<file path="src/rtl/mult32_seq.sv">
// Sequential unsigned shift-add multiplier: one multiplier bit per clock, start/busy/done handshake.
// Low product word feeds the ALU result mux, high word feeds HI.
module mult32_seq #(
  parameter int unsigned WIDTH = 32
) (
  input  logic                 clk,
  input  logic                 rst_n,
  input  logic                 start,
  input  logic [WIDTH-1:0]     a,
  input  logic [WIDTH-1:0]     b,
  output logic                 busy,
  output logic                 done,
  output logic [2*WIDTH-1:0]   product
);

  localparam int unsigned CntW = $clog2(WIDTH) + 1;

  typedef enum logic [1:0] {StIdle, StRun, StDone} state_e;

  state_e             state_q;
  logic [WIDTH-1:0]   mcand_q;
  logic [2*WIDTH-1:0] acc_q;
  logic [CntW-1:0]    count_q;

  logic [WIDTH:0]     sum;
  logic [2*WIDTH-1:0] acc_next;
  logic               last_iter;

  // Upper half accumulates; the carry is shifted back in so no product bit is lost.
  always_comb begin
    sum       = {1'b0, acc_q[2*WIDTH-1:WIDTH]} + (acc_q[0] ? {1'b0, mcand_q} : '0);
    acc_next  = {sum, acc_q[WIDTH-1:1]};
    last_iter = (count_q == CntW'(WIDTH - 1));
  end

  always_ff @(posedge clk) begin
    if (!rst_n) begin
      state_q <= StIdle;
      mcand_q <= '0;
      acc_q   <= '0;
      count_q <= '0;
      busy    <= 1'b0;
      done    <= 1'b0;
      product <= '0;
    end else begin
      case (state_q)
        StIdle: begin
          if (start) begin
            mcand_q <= a;
            acc_q   <= {{WIDTH{1'b0}}, b};
            count_q <= '0;
            busy    <= 1'b1;
            state_q <= StRun;
          end
        end
        StRun: begin
          acc_q   <= acc_next;
          count_q <= count_q + CntW'(1);
          if (last_iter) begin
            product <= acc_next;
            done    <= 1'b1;
            busy    <= 1'b0;
            state_q <= StDone;
          end
        end
        StDone: begin
          done <= 1'b0;
          // Back-to-back accept skips IDLE entirely.
          if (start) begin
            mcand_q <= a;
            acc_q   <= {{WIDTH{1'b0}}, b};
            count_q <= '0;
            busy    <= 1'b1;
            state_q <= StRun;
          end else begin
            state_q <= StIdle;
          end
        end
        default: begin
          busy    <= 1'b0;
          done    <= 1'b0;
          state_q <= StIdle;
        end
      endcase
    end
  end

endmodule

</file>
<file path="config.mk">
export PLATFORM = sky130hd
export DESIGN_NAME = mult32_seq
export DESIGN_NICKNAME = d
export VERILOG_FILES = /design/src/rtl/mult32_seq.sv
export SDC_FILE = /design/constraint.sdc
export NUM_CORES = 1
export LEC_CHECK = 0
export CORE_MARGIN = 5
export CORE_UTILIZATION = 40
export CTS_BUF_LIST = sky130_fd_sc_hd__clkbuf_8
export CTS_CLUSTER_DIAMETER = 150
export DETAILED_ROUTE_END_ITERATION = 10
export SYNTH_ARGS = -nofsm -noshare
export SYNTH_HDL_FRONTEND = slang
export SYNTH_SLANG_ARGS = --single-unit
</file>
<file path="constraint.sdc">
create_clock -name clk -period 7.84 [get_ports clk]
set_input_delay 2.352 -clock clk [delete_from_list [all_inputs] [get_ports clk]]
set_output_delay 2.352 -clock clk [all_outputs]
set_load 0.02 [all_outputs]
</file>
# ---- After elaboration in Yosys (flattened, before gate mapping)
# Cells that the tools add are included.
dict set report totals {
  inputBits 67
  word_cells 39
  ff_bits 170
  out_inout_bits 66
}
dict set report classes {
  n_reduce_logical 9
  n_mux 14
  bitwise_logic 1
  addsub 2
  eq_ne 6
}
# op count
set ops {}
lappend ops {{$pmux W64 S2} 1}
lappend ops {{$mux W64} 1}
lappend ops {{$add A32 B32 Y33} 1}
lappend ops {{$mux W32} 1}
lappend ops {{$pmux W6 S2} 1}
lappend ops {{$reduce_and A2 Y1} 6}
lappend ops {{$add A6 B1 Y6 const B} 1}
lappend ops {{$eq A6 B5 Y1 const B} 1}
lappend ops {{$mux W6} 1}
lappend ops {{$pmux W2 S3} 1}
lappend ops {{$mux W1} 4}
lappend ops {{$mux W2} 2}
lappend ops {{$ne A2 B2 Y1 const B} 2}
lappend ops {{$pmux W1 S2} 2}
lappend ops {{$eq A2 B1 Y1 const B} 1}
lappend ops {{$eq A2 B2 Y1 const B} 1}
lappend ops {{$logic_not A2 Y1} 1}
lappend ops {{$ne A2 B1 Y1 const B} 1}
lappend ops {{$reduce_bool A2 Y1} 1}
lappend ops {{$reduce_or A2 Y1} 1}
lappend ops {{$not A1 Y1} 1}

# ---- Logic depth before layout (Yosys ltp)
# Gate-level depths: netlist of the first run.
dict set report depth {
  word_depth 4
  ltp_mapped 11
  depth_no_buf 10
}

# ---- Worst setup path before layout of the first run
# Ideal clock, no wire load.
dict set report synth_path {
  path_type {input -> register}
  startpoint {input rst_n}
  endpoint {register acc_q[25]}
  setup_time_ps 137
  path_buffers 4
  cell_stages 6
  path_slack_ps 4241
  t_required_ps 7703
  arrival_ps 3461
  path_cell_list {clkbuf_1 > inv_1 > clkbuf_1 > clkbuf_1 > clkbuf_1 > a211oi_1}
}
# element line_no
set synth_lines {}
lappend synth_lines {{start, declared} 7} ;# input logic rst_n,
lappend synth_lines {{end signal, assigned} 50} ;# acc_q <= {{WIDTH{1'b0}}, b};
lappend synth_lines {{end signal, assigned} 57} ;# acc_q <= acc_next;
lappend synth_lines {{end signal, assigned} 71} ;# acc_q <= {{WIDTH{1'b0}}, b};
lappend synth_lines {{end, declared} 22} ;# logic [2*WIDTH-1:0] acc_q;
# No word-level cell between the ends.

# ---- Final worst setup path of the first run
dict set report layout_path {
  startpoint {input start}
  endpoint {register acc_q[61]}
}
dict set report layout_between {
  elab_chain_cells 2
}
# element line_no
set layout_rtl {}
lappend layout_rtl {{start, declared} 8} ;# input logic start,
lappend layout_rtl {{$ne A2 B1 Y1 (no source line)} -}
lappend layout_rtl {{$reduce_and A2 Y1 (no source line)} -}
# No other way between the ends.
# A chain may end at the register's enable or synchronous reset.

==> out/metrics.cfg, run 1 <==
[run_status]
status=finished clean

[timing]
layout_setup_ws_ns=3.52
hold_viol_final=0
drv_slew=0
final-setup-viol-count=0
rsz0062_at_grt=false
fmax_mhz=231
layout_min_cycle_time_ns=4.32
timing.final.crit_share_pct=55.1
worst_pin_slew_ns=1.15
final.setup.tns_ns=0
fin_skew_ns=0.0184
slew_headroom_pct=23.5

[worst_setup_path]
worstPathMaxFanout=67
worst_setup_path_start_kind=input port
reg2reg_depth=6
slowest_delay_ns=0.83
path_cells=clkdlybuf4s50_1, nand2b_1, buf_4, nand2_2, buf_4, nor2_2, nand2_1, o311ai_0
crit_type=in -> reg
crit_cells=8
cp-end-kind=flip-flop
required_ns=8.20
critPathTopFamily=buffers and inverters
timing.rr.start=state_q[0]
crit_top_cell=buf_4
r2r-end=product[57]
cp.arrival_ns=4.68
path_buf_inv=3
r2r_slack_ns=4.11
worst_path_max_delay_cell=nor2_2
crit_start=start

[global_routing]
busiest_layer=met2
use_met3_pct=4.03
met2_usage_pct=30.2
track_usage_pct=18.8
grt_max_degree=102
antenna_found_initial=0
grt_pass1_wl_um=36900
use_met1_pct=25.7
grt_pass1_vias=7237
grt_overflow=0

[placed_design]
gp_congestion=0.882
dp_hpwl_um=15500
dp.cells=1382
pre_cts_ws_ns=2.98
port_buffers=132

[synthesis]
ys_seq_area_share_pct=40.4
yosysUniqueCellTypes=75
synth_fa_ha_area_share_pct=5.14
synth_compound_area_share_pct=21.3
synth-simple-area-share_pct=22.0
synthFlopType=dfxtp_1
syn_area_sq_mm=0.00842
synth-edff-count=0
syn_nets=1143
async_flop_share_pct=0
muxShareOfSynthArea_pct=4.30
synth_top_family_by_area=simple AND/OR/NAND/NOR gates
avgSynthCellArea_sq_um=8.08
ys_ff_latch=170
synth_xor_area_share_pct=2.39
synthCells=1042
yosysWarnings=0

[min_path]
hp-start=mcand_q[8]
hold_end=mcand_q[8]
min_delay_path_depth=2
hp-class=reg -> reg

[clocking]
cts_tree=built
ctsHoldBuffers=0
cts_setup_buffers=0
ctsResizeCount=0
h-tree-depth=4
clk_latency_ns=0.47
root_buffer=clkbuf_8
cts_buffer_depth=2
clock-sinks=170
clkSlewWorstSetupHoldPaths_ns=0.10
cts_buffers=17

[detailed_routing]
ant_nets=0
via_per_inst=5.29
drc_errors=0
wl_um=22700
first_iter_violations=421
routed-via-count=7475
wl_per_cell_um=16.0
drtPass1Iterations=5

[pwr]
finalPower_mw=1.71
cellLeakagePower_nw=3.73
powerDensity_mw_per_mm2=167
p_int_mw=1.21
ir_drop_v=0.0000983
pwr-share-clk_pct=36.0
pwr-share-seq_pct=54.3
p_sw_mw=0.498
pwr-share-comb_pct=9.7
p_sw_share_pct=29.2

[floorplanning]
initial_core_util_pct=40.3
rows=53
core-area_sq_mm=0.0209
dieArea_sq_mm=0.0240
num_io_pins=133
dieWidth_um=155
die_h_um=155

[final_layout]
layout_common_cells=nand2_1, dfxtp_1, clkdlybuf4s50_1
nets=1227
area_delta_synth_final_pct=21.2
mostFrequentLayoutCell=nand2_1
layout-drive-gt1-share_pct=6.06
instances_no_fill=1414
nFillCells=2094
diodes=0

[run]
maxCapViolations=0

-- layout make-up --
class	count	area, sq um	area share, %
multi-input cells	788	4650	45.6
inverters	9	36.3	0.356
well taps	275	344	3.37
repair buffers	140	1380	13.5
clock inverters	15	154	1.51
flip-flops and latches	170	3400	33.4
clock buffers	17	234	2.29
-- how the worst max path moves through the flow --
stage | to | slack (ns)
floorplan | acc_q[25] | 4.24
global placement | acc_q[61] | 3.02
detailed placement | acc_q[61] | 2.98
CTS | acc_q[61] | 3.48
global route | acc_q[61] | 3.23
finish | acc_q[61] | 3.52
-- power by group through the flow --
| stage | registers (mW) | logic (mW) | clock network, mW |
|---|---|---|---|
| after floorplan | 0.929 | 0.117 | 0 |
| after global placement | 0.945 | 0.166 | 0 |
| after detailed placement | 0.946 | 0.168 | 0 |
| after CTS | 0.926 | 0.168 | 0.630 |
| after global routing | 0.932 | 0.185 | 0.663 |
| final | 0.926 | 0.166 | 0.614 |
-- synthesized netlist by cell type, types with 11 or more instances --
library cell  number  share of area, %
mux2i_1           35               4.2
a21oi_1          119               7.1
o21ai_0           34               2.0
clkbuf_1          44               2.0
or3_1             11              0.82
nand3_1           26               1.5
nand4_1           16               1.2
ha_1              33               4.9
dfxtp_1          170                40
nand2_1          210               9.4
xor2_1            14               1.5
buf_1             14              0.62
and2_1            34               2.5
nor2_1            81               3.6
a211oi_1          36               3.2
-- logic make-up (layout without fill, tap and decap cells) --
group           count (synthesis)  count (layout)
simple gates                  415             415
compound gates                280             280
flops                         170             170
buf+inv                        84             181
mux                            36              36
fa+ha+maj                      34              34
xor+xnor                       23              23
-- stage by stage --
stage / utilization [%] / area, sq um / hold slack (ns)
6_report: 48.8 / 10200 / 0.454
5_1_grt: 48.8 / 10200 / 0.475
4_1_cts: 48.8 / 10200 / 0.457
3_5_place_dp: 47.0 / 9810 / 0.442
3_3_place_gp: 47.0 / 9810 / 0.439
2_1_floorplan: - / 8420 / 0.431
-- flip-flops by register name, summed over array words and instances, names as in the netlist --
name and count:
done 1, acc_q 64, state_q 2, busy 1, count_q 6, product 64, mcand_q 32
-- metal layers --
metal / up-vias / part of all wire [%] / routed length [um]
li1: 3823 / - / -
met2: 174 / 46 / 10400
met1: 3455 / 48 / 10800
met5: - / 0 / 0
met3: 23 / 5.0 / 1130
met4: 0 / 1.6 / 369
-- worst reg2reg max path: stages, from the launching register on --
cell and delay, ns:
dfxtp_2 1.09, nand2b_1 0.45, nor3_2 0.75, buf_4 0.70
nand2_1 0.31, inv_1 0.22, a31o_1 0.16
No activity file was read; power rests on OpenSTA's default activity.
==> run 2, diff against run 1 <==
==> constraint.sdc (replaced) <==
create_clock -name clk -period 3.85 [get_ports clk]
set_input_delay 1.155 -clock clk [delete_from_list [all_inputs] [get_ports clk]]
set_output_delay 1.155 -clock clk [all_outputs]
set_load 0.02 [all_outputs]
==> run 2 against run 1 <==
Flip-flop and latch count did not move. Sequential share of layout area fell by 0.20 points. Die area did not move. Final cell count rose by 0.64%. Via count rose by 1.2%. Power rose by 100%. Critical endpoint is now acc_q[60]. Highest routed layer unchanged.
==> out/metrics.cfg, run 2 (same netlist as run 1, synthesis figures left out) <==
[detailed_routing]
via_per_inst=5.31
routed-via-count=7562
drtPass1Iterations=4
ant_nets=0
wl_per_cell_um=16.1
first_iter_violations=411
wl_um=23000
drc_errors=0

[final_layout]
diodes=0
reg_top3=acc_q: 64 flops, product: 64 flops, mcand_q: 32 flops
mostFrequentLayoutCell=nand2_1
area_delta_synth_final_pct=21.9
layout_common_cells=nand2_1, dfxtp_1, clkdlybuf4s50_1
nets=1236
layout-drive-gt1-share_pct=6.71

[global_routing]
track_usage_pct=18.9
grt_overflow=0
antenna_found_initial=0
grt_pass1_wl_um=37300
grt_pass1_vias=7255
grt_max_degree=67

[timing]
slew_headroom_pct=31.4
timing.final.crit_share_pct=90.2
fmax_mhz=288
drv_slew=0
rsz0062_at_grt=false
fin_skew_ns=0.0149
final-setup-viol-count=0
final.setup.tns_ns=0
layout_setup_ws_ns=0.379
layout_min_cycle_time_ns=3.47
worst_pin_slew_ns=1.03
hold_viol_final=0

[worst_setup_path]
worst_setup_path_start_kind=flip-flop
required_ns=4.18
cp.arrival_ns=3.80
slowest_delay_ns=1.01
crit_type=reg -> reg
worstPathMaxFanout=33
cp-end-kind=flip-flop
critPathTopFamily=compound AO/OA/AOI/OAI gates
path_cells=and2_1, ha_1, a21o_1, a211oi_2, a21boi_1, a311oi_2, o221a_2, xor2_1, o21ai_1
path_buf_inv=0
worst_path_max_delay_cell=dfxtp_1

[floorplanning]
dieWidth_um=155
num_io_pins=133
core-area_sq_mm=0.0209
dieArea_sq_mm=0.0240
initial_core_util_pct=40.3
die_h_um=155
rows=53

[pwr]
pwr-share-seq_pct=54.0
ir_drop_v=0.000204
cellLeakagePower_nw=3.78
p_sw_share_pct=28.9
p_int_mw=2.46
finalPower_mw=3.47
p_sw_mw=1.00
pwr-share-clk_pct=35.7
powerDensity_mw_per_mm2=338
pwr-share-comb_pct=10.3

[placed_design]
port_buffers=132
pre_cts_ws_ns=0.432
dp_hpwl_um=16200
gp_congestion=0.900

[clocking]
clkSlewWorstSetupHoldPaths_ns=0.09
cts_tree=built
ctsResizeCount=0
ctsHoldBuffers=0
cts_buffer_depth=2
cts_setup_buffers=0
clock-sinks=170
cts_buffers=17
root_buffer=clkbuf_8
h-tree-depth=4
clk_latency_ns=0.48

[min_path]
hp-class=reg -> reg

[run_status]
status=finished clean

[run]
maxCapViolations=0

==> run 2: per-layer routing <==
metal	track usage, %	up-vias	part of all wire, %
li1	-	3846	-
met1	25.8	3546	48
met2	30.7	151	47
met3	4.20	19	4.7
met4	4.42	0	1.0
met5	0	-	0
==> run 2: stage by stage <==
stage	hold WS, ns	cells	cell area (sq um)	util [%]
after floorplan	0.431	1042	8420	-
after global placement	0.439	1391	9880	47.3
after detailed placement	0.447	1391	9880	47.3
after CTS	0.461	1423	10300	49.1
after global routing	0.468	1423	10300	49.1
final	0.458	1423	10300	49.1
==> run 2: worst register-to-register path: cells and delay by family (launching register included) <==
family	cells	cell delay, ns
adders and majority gates	1	0.27
xor gates and xnor gates	1	0.16
AOI/OAI and AO/OA	6	1.65
DFF	1	1.01
and+or+nand+nor	1	0.25
==> run 2: area by class of cell <==
cell class,instances,area [sq um]
multi-input cells,788,4650
clock inverters,15,151
well taps,275,344
inverters,9,36.3
fillers,2104,10600
repair buffers,149,1450
clock buffers,17,234
flip-flops and latches,170,3400
==> run 2: power by group through the flow <==
stage	Sequential, mW	Clock, mW	Combinational, mW
3_5_place_dp	1.91	0	0.362
6_report	1.87	1.24	0.359
4_1_cts	1.87	1.27	0.363
2_1_floorplan	1.89	0	0.238
3_3_place_gp	1.91	0	0.359
5_1_grt	1.88	1.35	0.398
==> run 2: final timing paths <==
check	startpoint	endpoint	slack [ns]	cells past startpoint
worst max-delay path	acc_q[0]	acc_q[60]	0.38	9
worst min-delay path	mcand_q[30]	mcand_q[30]	0.46	2
worst max register to register	acc_q[0]	acc_q[60]	0.38	9
worst min register to register	mcand_q[30]	mcand_q[30]	0.46	2
==> run 3, diff against run 2 <==
--- a/config.mk
+++ b/config.mk
@@ -5,11 +5,13 @@
 export SDC_FILE = /design/constraint.sdc
 export NUM_CORES = 1
 export LEC_CHECK = 0
+export CAP_MARGIN = 25
 export CORE_MARGIN = 5
 export CORE_UTILIZATION = 40
 export CTS_BUF_LIST = sky130_fd_sc_hd__clkbuf_8
 export CTS_CLUSTER_DIAMETER = 150
 export DETAILED_ROUTE_END_ITERATION = 10
+export SLEW_MARGIN = 20
 export SYNTH_ARGS = -nofsm -noshare
 export SYNTH_HDL_FRONTEND = slang
 export SYNTH_SLANG_ARGS = --single-unit
==> run 3 against run 2 <==
Global-route usage unchanged. Count of clock-buffer cells in the layout unchanged. Clock skew hardly changed. Critical path depth is 1 higher. Sequential share of layout area barely moved. Via count grew 0.20%. Register-to-register slack gained 0.21 ns. Routed wire length decreased by 0.33%. Cell area increased by 0.15%. Worst hold slack got worse by 0.0014 ns. Maximum frequency grew 6.3%. Die area did not move. Critical path type unchanged. Largest cell class unchanged.
==> out/metrics.cfg, run 3 (same netlist as run 1, synthesis figures left out) <==
[global_routing]
grt_pass1_vias=7255
track_usage_pct=18.9
antenna_found_initial=0
grt_pass1_wl_um=37300
grt_overflow=0
grt_max_degree=67

[final_layout]
nets=1237
nFillCells=2103
reg_top3=acc_q: 64 flops, product: 64 flops, mcand_q: 32 flops
area_delta_synth_final_pct=22.1
multiInputGateArea_sq_mm=0.00465
layout_common_cells=nand2_1, dfxtp_1, clkdlybuf4s50_1
layout-drive-gt1-share_pct=6.79
mostFrequentLayoutCell=nand2_1
diodes=0
regArea_sq_mm=0.00340

[worst_setup_path]
critPathTopFamily=compound AO/OA/AOI/OAI gates
path_cells=buf_8, and2_1, ha_1, a21o_1, a211oi_2, a21boi_1, a311oi_2, o221a_2, xor2_1, o21ai_1
worstPathMaxFanout=17
reg2reg_depth=10
slowest_delay_ns=0.70
required_ns=4.18
crit_type=reg -> reg
r2r-end=acc_q[60]
cp-end-kind=flip-flop
worst_setup_path_start_kind=flip-flop
cp.arrival_ns=3.60
path_buf_inv=1
r2r_slack_ns=0.59
worst_path_max_delay_cell=dfxtp_1
timing.rr.start=acc_q[0]

[pwr]
pwr-share-comb_pct=10.6
p_sw_mw=1.00
pwr-share-seq_pct=53.9
p_int_mw=2.47
p_sw_share_pct=28.8
cellLeakagePower_nw=3.79
finalPower_mw=3.47
powerDensity_mw_per_mm2=337
ir_drop_v=0.000203
pwr-share-clk_pct=35.6

[timing]
hold_viol_final=0
fmax_mhz=306
fin_skew_ns=0.0147
final.setup.tns_ns=0
rsz0062_at_grt=false
slew_headroom_pct=35.1
drv_slew=0
worst_pin_slew_ns=0.973
final-setup-viol-count=0
timing.final.crit_share_pct=84.8
layout_min_cycle_time_ns=3.26

[clocking]
clkSlewWorstSetupHoldPaths_ns=0.09
cts_tree=built
h-tree-depth=4
root_buffer=clkbuf_8
cts_buffers=17
ctsHoldBuffers=0
clk_latency_ns=0.48
clock-sinks=170
ctsResizeCount=0
cts_buffer_depth=2
cts_setup_buffers=0

[min_path]
hold_end=mcand_q[30]
hp-start=mcand_q[30]
min_delay_path_depth=2
hp-class=reg -> reg

[placed_design]
port_buffers=132
dp_hpwl_um=16200
gp_congestion=0.900

[detailed_routing]
via_per_inst=5.32
wl_per_cell_um=16.1
drtPass1Iterations=5
first_iter_violations=401
ant_nets=0
wl_um=22900
drc_errors=0
routed-via-count=7577

[floorplanning]
rows=53
num_io_pins=133
core-area_sq_mm=0.0209
initial_core_util_pct=40.3
dieArea_sq_mm=0.0240
dieWidth_um=155
die_h_um=155

[run]
maxCapViolations=0

[run_status]
status=finished clean

-- run 3: cell count changes in the layout (fill, tap and decap cells not counted) --
cell,before,now
buf_8,0,1
-- run 3: how the worst max path moves through the flow --
stage,from,end,cells after the start
6_report,acc_q[0],acc_q[60],10
5_1_grt,acc_q[0],acc_q[60],10
4_1_cts,acc_q[0],acc_q[60],9
3_5_place_dp,acc_q[0],acc_q[60],9
3_3_place_gp,acc_q[0],acc_q[60],9
2_1_floorplan,acc_q[0],acc_q[57],10
-- run 3: layout make-up --
cell class                      count  share of cell area [%]
Tap cell                          275                    3.35
Timing Repair Buffer              150                    14.2
Sequential cell                   170                    33.1
Clock inverter                     15                    1.47
Inverter                            9                   0.353
Clock buffer                       17                    2.28
Multi-Input combinational cell    788                    45.2
-- run 3: tightest hold or removal path: stages (launching register included) --
cell and delay (ns):
dfxtp_1 0.32, nand2_1 0.05, a21oi_1 0.05
-- run 3: routing by layer --
layer	routed length, um	up-vias	share of wire [%]	global-route usage (%)
met5	0	-	0	0
met4	230	0	1.0	4.42
met3	1190	18	5.2	4.20
met2	10700	169	47	30.7
met1	10800	3538	47	25.8
li1	-	3852	-	-
-- run 3: through the flow --
step	hold WS [ns]	worst slack [ns]	util, %	instance area, sq um	instances
6_report	0.456	0.586	49.2	10300	1424
5_1_grt	0.468	0.412	49.2	10300	1424
4_1_cts	0.461	0.400	49.1	10300	1423
3_5_place_dp	0.447	0.432	47.3	9880	1391
3_3_place_gp	0.439	0.485	47.3	9880	1391
2_1_floorplan	0.431	1.26	-	8420	1042
-- run 3: power groups by stage --
stage	logic (mW)	clock network [mW]	registers, mW
2_1_floorplan	0.238	0	1.89
3_5_place_dp	0.362	0	1.91
6_report	0.366	1.23	1.87
3_3_place_gp	0.359	0	1.91
5_1_grt	0.406	1.35	1.88
4_1_cts	0.363	1.27	1.87
